[src/rtl/stack_pkg.sv]
// Shared definitions for the j1 top-of-stack-cached stacks.
// Holds the op_delta encodings and the default word width and pointer width
// used by the core when it builds its data and return stacks.
package stack_pkg;

  localparam int STACK_WIDTH = 16;
  localparam int STACK_DEPTH = 5;

  // The two-bit delta is a signed pointer step: +1 push, -1 pop, -2 drop-two.
  typedef enum logic [1:0] {
    DELTA_NONE  = 2'b00,
    DELTA_PUSH  = 2'b01,
    DELTA_DROP2 = 2'b10,
    DELTA_POP   = 2'b11
  } delta_e;

endpackage

[src/rtl/stack_ram.sv]
// Storage for the entries below top.
// Ports:
//   clock      - write clock, rising edge
//   we_i       - write enable
//   waddr_i    - write address
//   wdata_i    - write data
//   raddr_a_i  - read port A address (next), rdata_a_o asynchronous data
//   raddr_b_i  - read port B address (peek), rdata_b_o asynchronous data
// Contents are deliberately not reset.
module stack_ram #(
  parameter int WIDTH = 16,
  parameter int DEPTH = 5
) (
  input  logic             clock,
  input  logic             we_i,
  input  logic [DEPTH-1:0] waddr_i,
  input  logic [WIDTH-1:0] wdata_i,
  input  logic [DEPTH-1:0] raddr_a_i,
  output logic [WIDTH-1:0] rdata_a_o,
  input  logic [DEPTH-1:0] raddr_b_i,
  output logic [WIDTH-1:0] rdata_b_o
);

  logic [WIDTH-1:0] mem_q [0:(1<<DEPTH)-1];

  always_ff @(posedge clock) begin
    if (we_i) begin
      mem_q[waddr_i] <= wdata_i;
    end
  end

  assign rdata_a_o = mem_q[raddr_a_i];
  assign rdata_b_o = mem_q[raddr_b_i];

endmodule

[src/rtl/tos_stack.sv]
// Top-of-stack-cached hardware stack. Top is held in a register, deeper
// entries live in a circular RAM addressed by a wrapping pointer.
// Ports:
//   clock, active_low_reset     - clock and async active-low reset
//   op_valid, op_delta          - apply op this cycle; none/push/pop/drop-two
//   top_next                    - value top takes when the op is applied
//   top, next                   - top register; entry under top (0 if empty)
//   occupancy                   - number of valid RAM entries
//   overflow, underflow         - sticky error flags, cleared by flag_clear
//   peek_request, peek_index    - debug read of entry peek_index below top
//   peek_data, peek_valid       - registered peek result and its strobe
module tos_stack
  import stack_pkg::*;
#(
  parameter int WIDTH          = STACK_WIDTH,
  parameter int DEPTH          = STACK_DEPTH,
  parameter int BLOCK_ON_ERROR = 0
) (
  input  logic             clock,
  input  logic             active_low_reset,
  input  logic             op_valid,
  input  logic [1:0]       op_delta,
  input  logic [WIDTH-1:0] top_next,
  output logic [WIDTH-1:0] top,
  output logic [WIDTH-1:0] next,
  output logic [DEPTH:0]   occupancy,
  output logic             overflow,
  output logic             underflow,
  input  logic             flag_clear,
  input  logic             peek_request,
  input  logic [DEPTH-1:0] peek_index,
  output logic [WIDTH-1:0] peek_data,
  output logic             peek_valid
);

  localparam logic [DEPTH-1:0] PTR_ONE  = DEPTH'(1);
  localparam logic [DEPTH-1:0] PTR_TWO  = DEPTH'(2);
  localparam logic [DEPTH:0]   OCC_ONE  = (DEPTH+1)'(1);
  localparam logic [DEPTH:0]   OCC_TWO  = (DEPTH+1)'(2);
  localparam logic [DEPTH:0]   OCC_FULL = {1'b1, {DEPTH{1'b0}}};
  localparam logic             BLOCKING = (BLOCK_ON_ERROR != 0);

  logic [DEPTH-1:0] ptr_q, ptr_d;
  logic [WIDTH-1:0] top_q, top_d;
  logic [DEPTH:0]   occ_q, occ_d;
  logic             ovf_q, ovf_d;
  logic             unf_q, unf_d;
  logic [WIDTH-1:0] peek_data_q;
  logic             peek_valid_q;

  logic             ovf_err, unf_err;
  logic             push_wr;
  logic             ram_we;
  logic [WIDTH-1:0] ram_next, ram_peek;
  logic [DEPTH-1:0] peek_addr;
  logic             peek_hit;

  always_comb begin
    ptr_d   = ptr_q;
    top_d   = top_q;
    occ_d   = occ_q;
    ovf_err = 1'b0;
    unf_err = 1'b0;
    push_wr = 1'b0;
    if (op_valid) begin
      unique case (delta_e'(op_delta))
        DELTA_NONE: top_d = top_next;
        DELTA_PUSH: begin
          if (occ_q == OCC_FULL) begin
            ovf_err = 1'b1;
            // Wrap mode overwrites the oldest slot, which is ptr+1 when full.
            if (!BLOCKING) begin
              push_wr = 1'b1;
              ptr_d   = ptr_q + PTR_ONE;
              top_d   = top_next;
            end
          end else begin
            push_wr = 1'b1;
            ptr_d   = ptr_q + PTR_ONE;
            top_d   = top_next;
            occ_d   = occ_q + OCC_ONE;
          end
        end
        DELTA_POP: begin
          if (occ_q == '0) begin
            unf_err = 1'b1;
            if (!BLOCKING) begin
              ptr_d = ptr_q - PTR_ONE;
              top_d = top_next;
            end
          end else begin
            ptr_d = ptr_q - PTR_ONE;
            top_d = top_next;
            occ_d = occ_q - OCC_ONE;
          end
        end
        DELTA_DROP2: begin
          if (occ_q < OCC_TWO) begin
            unf_err = 1'b1;
            if (!BLOCKING) begin
              ptr_d = ptr_q - PTR_TWO;
              top_d = top_next;
              occ_d = '0;
            end
          end else begin
            ptr_d = ptr_q - PTR_TWO;
            top_d = top_next;
            occ_d = occ_q - OCC_TWO;
          end
        end
        default: ;
      endcase
    end
    // A new error outranks a simultaneous clear.
    ovf_d = ovf_err | (ovf_q & ~flag_clear);
    unf_d = unf_err | (unf_q & ~flag_clear);
  end

  // Gate the write with reset so an op in flight when reset asserts is lost.
  assign ram_we    = push_wr & active_low_reset;
  assign peek_addr = ptr_q - peek_index;
  assign peek_hit  = ({1'b0, peek_index} < occ_q);

  stack_ram #(
    .WIDTH(WIDTH),
    .DEPTH(DEPTH)
  ) u_ram (
    .clock     (clock),
    .we_i      (ram_we),
    .waddr_i   (ptr_q + PTR_ONE),
    .wdata_i   (top_q),
    .raddr_a_i (ptr_q),
    .rdata_a_o (ram_next),
    .raddr_b_i (peek_addr),
    .rdata_b_o (ram_peek)
  );

  always_ff @(posedge clock or negedge active_low_reset) begin
    if (!active_low_reset) begin
      ptr_q        <= '0;
      top_q        <= '0;
      occ_q        <= '0;
      ovf_q        <= 1'b0;
      unf_q        <= 1'b0;
      peek_data_q  <= '0;
      peek_valid_q <= 1'b0;
    end else begin
      ptr_q        <= ptr_d;
      top_q        <= top_d;
      occ_q        <= occ_d;
      ovf_q        <= ovf_d;
      unf_q        <= unf_d;
      peek_valid_q <= peek_request;
      if (peek_request) begin
        peek_data_q <= peek_hit ? ram_peek : '0;
      end
    end
  end

  assign top        = top_q;
  assign next       = (occ_q != '0) ? ram_next : '0;
  assign occupancy  = occ_q;
  assign overflow   = ovf_q;
  assign underflow  = unf_q;
  assign peek_data  = peek_data_q;
  assign peek_valid = peek_valid_q;

endmodule

[config.mk]
export PLATFORM = sky130hd
export DESIGN_NAME = tos_stack
export DESIGN_NICKNAME = d
export VERILOG_FILES = /design/src/rtl/stack_pkg.sv /design/src/rtl/stack_ram.sv /design/src/rtl/tos_stack.sv
export SDC_FILE = /design/constraint.sdc
export NUM_CORES = 1
export LEC_CHECK = 0
export ABC_AREA = 0
export CORE_MARGIN = 1
export CORE_UTILIZATION = 45
export DETAILED_ROUTE_END_ITERATION = 8
export HOLD_SLACK_MARGIN = 0.1
export SYNTH_ARGS = -nofsm -noshare
export SYNTH_HDL_FRONTEND = slang
export SYNTH_HIERARCHICAL = 1
export SYNTH_SLANG_ARGS = --single-unit
[constraint.sdc]
create_clock -name clock -period 3.25 [get_ports clock]
set_input_delay 0.65 -clock clock [delete_from_list [all_inputs] [get_ports clock]]
set_output_delay 0.65 -clock clock [all_outputs]
set_load 0.01 [all_outputs]
# ---- After elaboration in Yosys (flattened, before gate mapping)
# Memories as Yosys holds them, arrays and structs flattened.
# Index checks and enable logic that the tools add are counted.
dict set report op_classes {
  muxes 19
  magnitude_cmp 2
  n_reduce_logical 7
  n_eq_ne 6
  addsub 7
  n_bitwise 6
}
# cell count
set op_table {}
lappend op_table {{$mux W16} 3}
lappend op_table {{$mux W6} 3}
lappend op_table {{$pmux W6 S3} 1}
lappend op_table {{$pmux W5 S3} 1}
lappend op_table {{$mux W1} 10}
lappend op_table {{$add A6 B1 Y6 const B} 1}
lappend op_table {{$eq A6 B6 Y1 const B} 1}
lappend op_table {{$logic_not A6 Y1} 1}
lappend op_table {{$lt A5 B6 Y1} 1}
lappend op_table {{$lt A6 B2 Y1 const B} 1}
lappend op_table {{$reduce_bool A6 Y1} 1}
lappend op_table {{$sub A6 B1 Y6 const B} 1}
lappend op_table {{$sub A6 B2 Y6 const B} 1}
lappend op_table {{$add A5 B1 Y5 const B} 1}
lappend op_table {{$sub A5 B1 Y5 const B} 1}
lappend op_table {{$sub A5 B2 Y5 const B} 1}
lappend op_table {{$sub A5 B5 Y5} 1}
lappend op_table {{$eq A2 B2 Y1 const B} 2}
lappend op_table {{$ne A2 B2 Y1 const B} 2}
lappend op_table {{$reduce_and A4 Y1} 1}
lappend op_table {{$reduce_or A4 Y1} 1}
lappend op_table {{$and A1 B1 Y1} 3}
lappend op_table {{$reduce_bool A3 Y1} 1}
lappend op_table {{$eq A2 B1 Y1 const B} 1}
lappend op_table {{5 further kinds} 6}
dict set report totals {
  in_bits 28
  memories 1
  output_inout_bits 57
  ram_bits 512
  regBits 46
  word_cells 55
}
# name depth word_bits rd rd_ports_with_merged_regs write_ports line
set memory_table {}
lappend memory_table {u_ram.mem_q 32 16 2 0 1 stack_ram.sv:24} ;# logic [WIDTH-1:0] mem_q [0:(1<<DEPTH)-1];

# ---- Longest topological paths before layout
dict set report depth {
  depth_word 6
  mapped_depth 16
  ltp_nobuf 13
}

# ---- Hierarchy
# The synthesis kept the hierarchy.
# module instances cells_per_inst seq_area_each_um2 area_per_inst_um2
set by_module_without_submodules {}
lappend by_module_without_submodules {stack_ram 1 1696 15374.7 24791.3}
lappend by_module_without_submodules {tos_stack 1 281 1151.1 2810.2}

# ---- Worst setup path after synthesis
# OpenSTA, ideal clock, no wires.
dict set report synth_path {
  path_type {input-to-reg}
  start {in op_valid}
  end {mem u_ram.mem_q[28][0], enable pin}
  path_buffers 3
  setup_slack_ns 0.120
  cell_stages 6
  arrival_ns 2.741
  path_cell_list {clkbuf_1 clkbuf_1 and3_1 or3b_2 clkbuf_1 nor2_1}
}
dict set report synth_via {
  elab_chain_len 4
}
# item line
set synth_rtl {}
lappend synth_rtl {{start, declared} tos_stack.sv:21} ;# input logic op_valid,
lappend synth_rtl {{$mux W1} tos_stack.sv:65} ;# if (op_valid) begin
lappend synth_rtl {{$and A1 B1 Y1} tos_stack.sv:120} ;# assign ram_we = push_wr & active_low_reset;
lappend synth_rtl {{named net ram_we} tos_stack.sv:53} ;# logic ram_we;
lappend synth_rtl {{$mux W1} stack_ram.sv:27} ;# if (we_i) begin
lappend synth_rtl {{$mux W1 (not written as such)} stack_ram.sv:28} ;# mem_q[waddr_i] <= wdata_i;
lappend synth_rtl {{end, declared} stack_ram.sv:24}
# The timed path passes the listed nets, and every way through them passes these cells.

# ---- Worst setup path after layout
dict set report layout_path {
  start {reg ptr_q[1]}
  end {out next[4]}
}
dict set report layout_via {
  elab_chain_len 2
}
# item line
set layout_rtl {}
lappend layout_rtl {{start, declared} tos_stack.sv:43} ;# logic [DEPTH-1:0] ptr_q, ptr_d;
lappend layout_rtl {{start signal, assigned} tos_stack.sv:148} ;# ptr_q <= ptr_d;
lappend layout_rtl {{$mem_v2 Z32 W16} --}
lappend layout_rtl {{named net ram_next[4]} tos_stack.sv:54} ;# logic [WIDTH-1:0] ram_next, ram_peek;
lappend layout_rtl {{$mux W16} tos_stack.sv:161} ;# assign next = (occ_q != '0) ? ram_next : '0;
lappend layout_rtl {{end, declared} tos_stack.sv:25} ;# output logic [WIDTH-1:0] next,
# The timed path passes the listed nets, and every way through them passes these cells.

==> impl_metrics.yaml <==
outcome:
  status: "finished with violations"
  violations: "setup timing"
clocking:
  cts_root_buf: "clkbuf_16"
  cts_tree: "yes"
  numCtsBuffers: 59
  cts.htree.levels: 2
  cts_buffer_depth: 3
  ctsHoldBuffers: 0
  clk_pin_slew_ns: 0.06
  numClockSinks: 558
  clkLatencyLatePin_ns: 0.65
power_and_ir_drop:
  power.total_mw: 38.3
  vdd_drop_max_mv: 0.671
  p_leak_nw: 13.9
  p_per_area_nw_per_um2: 1070
placement:
  portBuffers: 84
  place.gp.congestion: 0.872
  hpwl_microns: 57200
  dp.cells: 2916
  pre_cts_ws_ns: -0.796
  post_dp_cell_area_sq_um: 31100
logic_synthesis:
  synthArstFlopShare_pct: 8.24
  ys_seq_area_share_pct: 59.9
  synth_area_leaders: "edfxtp_1 (56%), mux2i_1 (19%), dfrtp_1 (4.2%)"
  post-synth-top-count-cell: "mux2i_1"
  yosys_register_bits: 558
  netlist-cell-type-count: 55
  synth-main-ff-cell: "edfxtp_1"
  ys.warnings.count: 6
  syn_nets: 2021
  synth_area_leader_cell: "edfxtp_1"
  syn_area_per_cell_sq_um: 14.0
  synth-edff-count: 512
  netlist_area_sq_um: 27600
  netlist_instances: 1977
  synth_top_area_share_pct: 55.7
  synth_top_cells_by_count: "mux2i_1 (529), edfxtp_1 (512), a22oi_1 (130)"
setup_path:
  r2r_cells: 17
  worstPathMaxFanout: 8
  r2r-start: "ptr_q[1]"
  regToRegEndpoint: "peek_data[3]"
  worstSetupPathType: "register to output pin"
  worstPathRequired_ns: 2.60
  start_kind: "register"
  crit_arrival_ns: 2.82
  rrSetupSlack_ns: -0.15
  cp-end-kind: "output pin"
route:
  drt-pass1-iter-count: 5
  postRouteAntennaNets: 0
  via_per_inst: 6.31
  drc: 0
  wl_microns: 95100
  num_vias: 19700
  drt-initial-drc-count: 1953
  wl_per_cell_microns: 30.5
final_layout:
  final_cells: 3120
  drive_gt1_share_pct: 27.0
  nets: 2332
  final_area_sq_um: 35800
  area_delta_synth_final_pct: 29.6
  fin_util_pct: 59.1
die:
  io_pins: 85
  start_util_pct: 45.6
  die_h_microns: 250
  fp-row-count: 90
  fp.coreArea_sq_um: 60500
  die-area_sq_um: 62300
  die_w_microns: 250
timing:
  fin_worst_skew_ns: 0.0280
  hold_violations: 0
  drv_slew: 0
  fin_crit_sh_pct: 107
  worst_slack_ns: -0.224
  period_needed_ns: 3.47
  tightest_slew_ns: 0.828
  slew_headroom_pct: 44.8
  fmax_mhz: 288
  rsz0062_at_grt: "yes"
  setup_violations: 28
global_route:
  grt_pass1_wl_microns: 132000
  grt_max_degree: 47
  antenna_found_initial: 0
  grt_pass1_vias: 19600
  gr-total-overflow: 0
  grt_util_all_layers_pct: 29.0
worst_hold_path:
  hold_class: "input pin to asynchronous set/reset pin"
job:
  maxCapViolations: 0
-- critical path, stage by stage, from the launching register on --
cell,delay [ns]
dfrtp_4,0.54
buf_12,0.17
buf_16,0.13
buf_16,0.15
buf_12,0.15
buf_8,0.14
mux2i_1,0.11
a22oi_1,0.21
nand3_1,0.18
nand3_2,0.14
nor2b_4,0.16
buf_6,0.11
-- cells by family after synthesis --
family | count (synthesis) | share of synthesized area, %
flip-flops | 558 | 59.9
multiplexers | 545 | 19.8
AO/OA/AOI/OAI | 340 | 8.64
AND/OR/NAND/NOR | 336 | 6.12
buffers and inverters | 168 | 4.33
adder cells (fa/ha/maj) | 16 | 0.752
XOR/XNOR | 14 | 0.444
-- per-stage QoR --
stage,hold WS [ns],TNS [ns]
after detailed placement,0.510,-7.04
after global placement,0.495,-6.21
after global routing,0.369,-5.27
final,0.339,-3.25
after floorplan,0.354,0
after CTS,0.326,-3.47
-- timing repair --
action,4_1_cts,5_1_grt
pin swaps,61,122
cloned,14,22
buffers inserted,34,35
gates resized for setup,194,166
endpoints found under the setup margin,30,95
-- cell type report --
type,count,area [sq um]
tap,782,978
sequential,558,16500
timing repair inverter,2,46.3
inverter,16,90.1
antenna,1,2.50
timing repair buffer,400,5220
fill,4598,24700
clock inverter,36,325
clock buffer,74,1600
multi-input combinational,1251,11000
-- placed cells by master, fill, tap and decap left out, types with 65 or more instances in the layout --
| master | synthesis | layout |
|---|---|---|
| a22oi_1 | 130 | 123 |
| edfxtp_1 | 512 | 512 |
| a22o_1 | 65 | 65 |
| buf_12 | 8 | 86 |
| nand2_1 | 78 | 78 |
| mux2i_1 | 529 | 505 |
| buf_4 | 43 | 152 |
| clkdlybuf4s50_1 | 0 | 67 |
| a21oi_1 | 75 | 67 |
| clkbuf_16 | 0 | 79 |
-- registers in the layout, indices dropped and copies added (netlist names) --
| name | cells |
|---|---|
| occupancy | 6 |
| overflow | 1 |
| peek_data | 16 |
| peek_valid | 1 |
| ptr_q | 5 |
| top | 16 |
| u_ram/mem_q | 512 |
| underflow | 1 |
-- worst max path at each step --
| stage | start | endpoint | cells after the start |
|---|---|---|---|
| floorplan | op_valid | u_ram/mem_q[28][0] | 6 |
| global placement | peek_index[0] | peek_data[1] | 12 |
| detailed placement | peek_index[0] | peek_data[1] | 12 |
| CTS | ptr_q[1] | next[11] | 10 |
| global route | ptr_q[1] | next[1] | 11 |
| finish | ptr_q[1] | next[4] | 11 |
-- report_power, final --
group | internal (mW) | leakage [nW] | total, mW | switching (mW)
Sequential | 8.24 | 5.15 | 8.55 | 0.310
Combinational | 10.7 | 7.76 | 23.0 | 12.4
Clock | 3.88 | 0.947 | 6.75 | 2.87
-- routing by layer --
layer | part of all wire (%) | GRT usage, %
met5 | 0 | 0
met4 | 4.7 | 12.5
met3 | 8.6 | 4.09
met2 | 47 | 47.4
met1 | 39 | 38.5
Power figures use the tool's default switching activity.
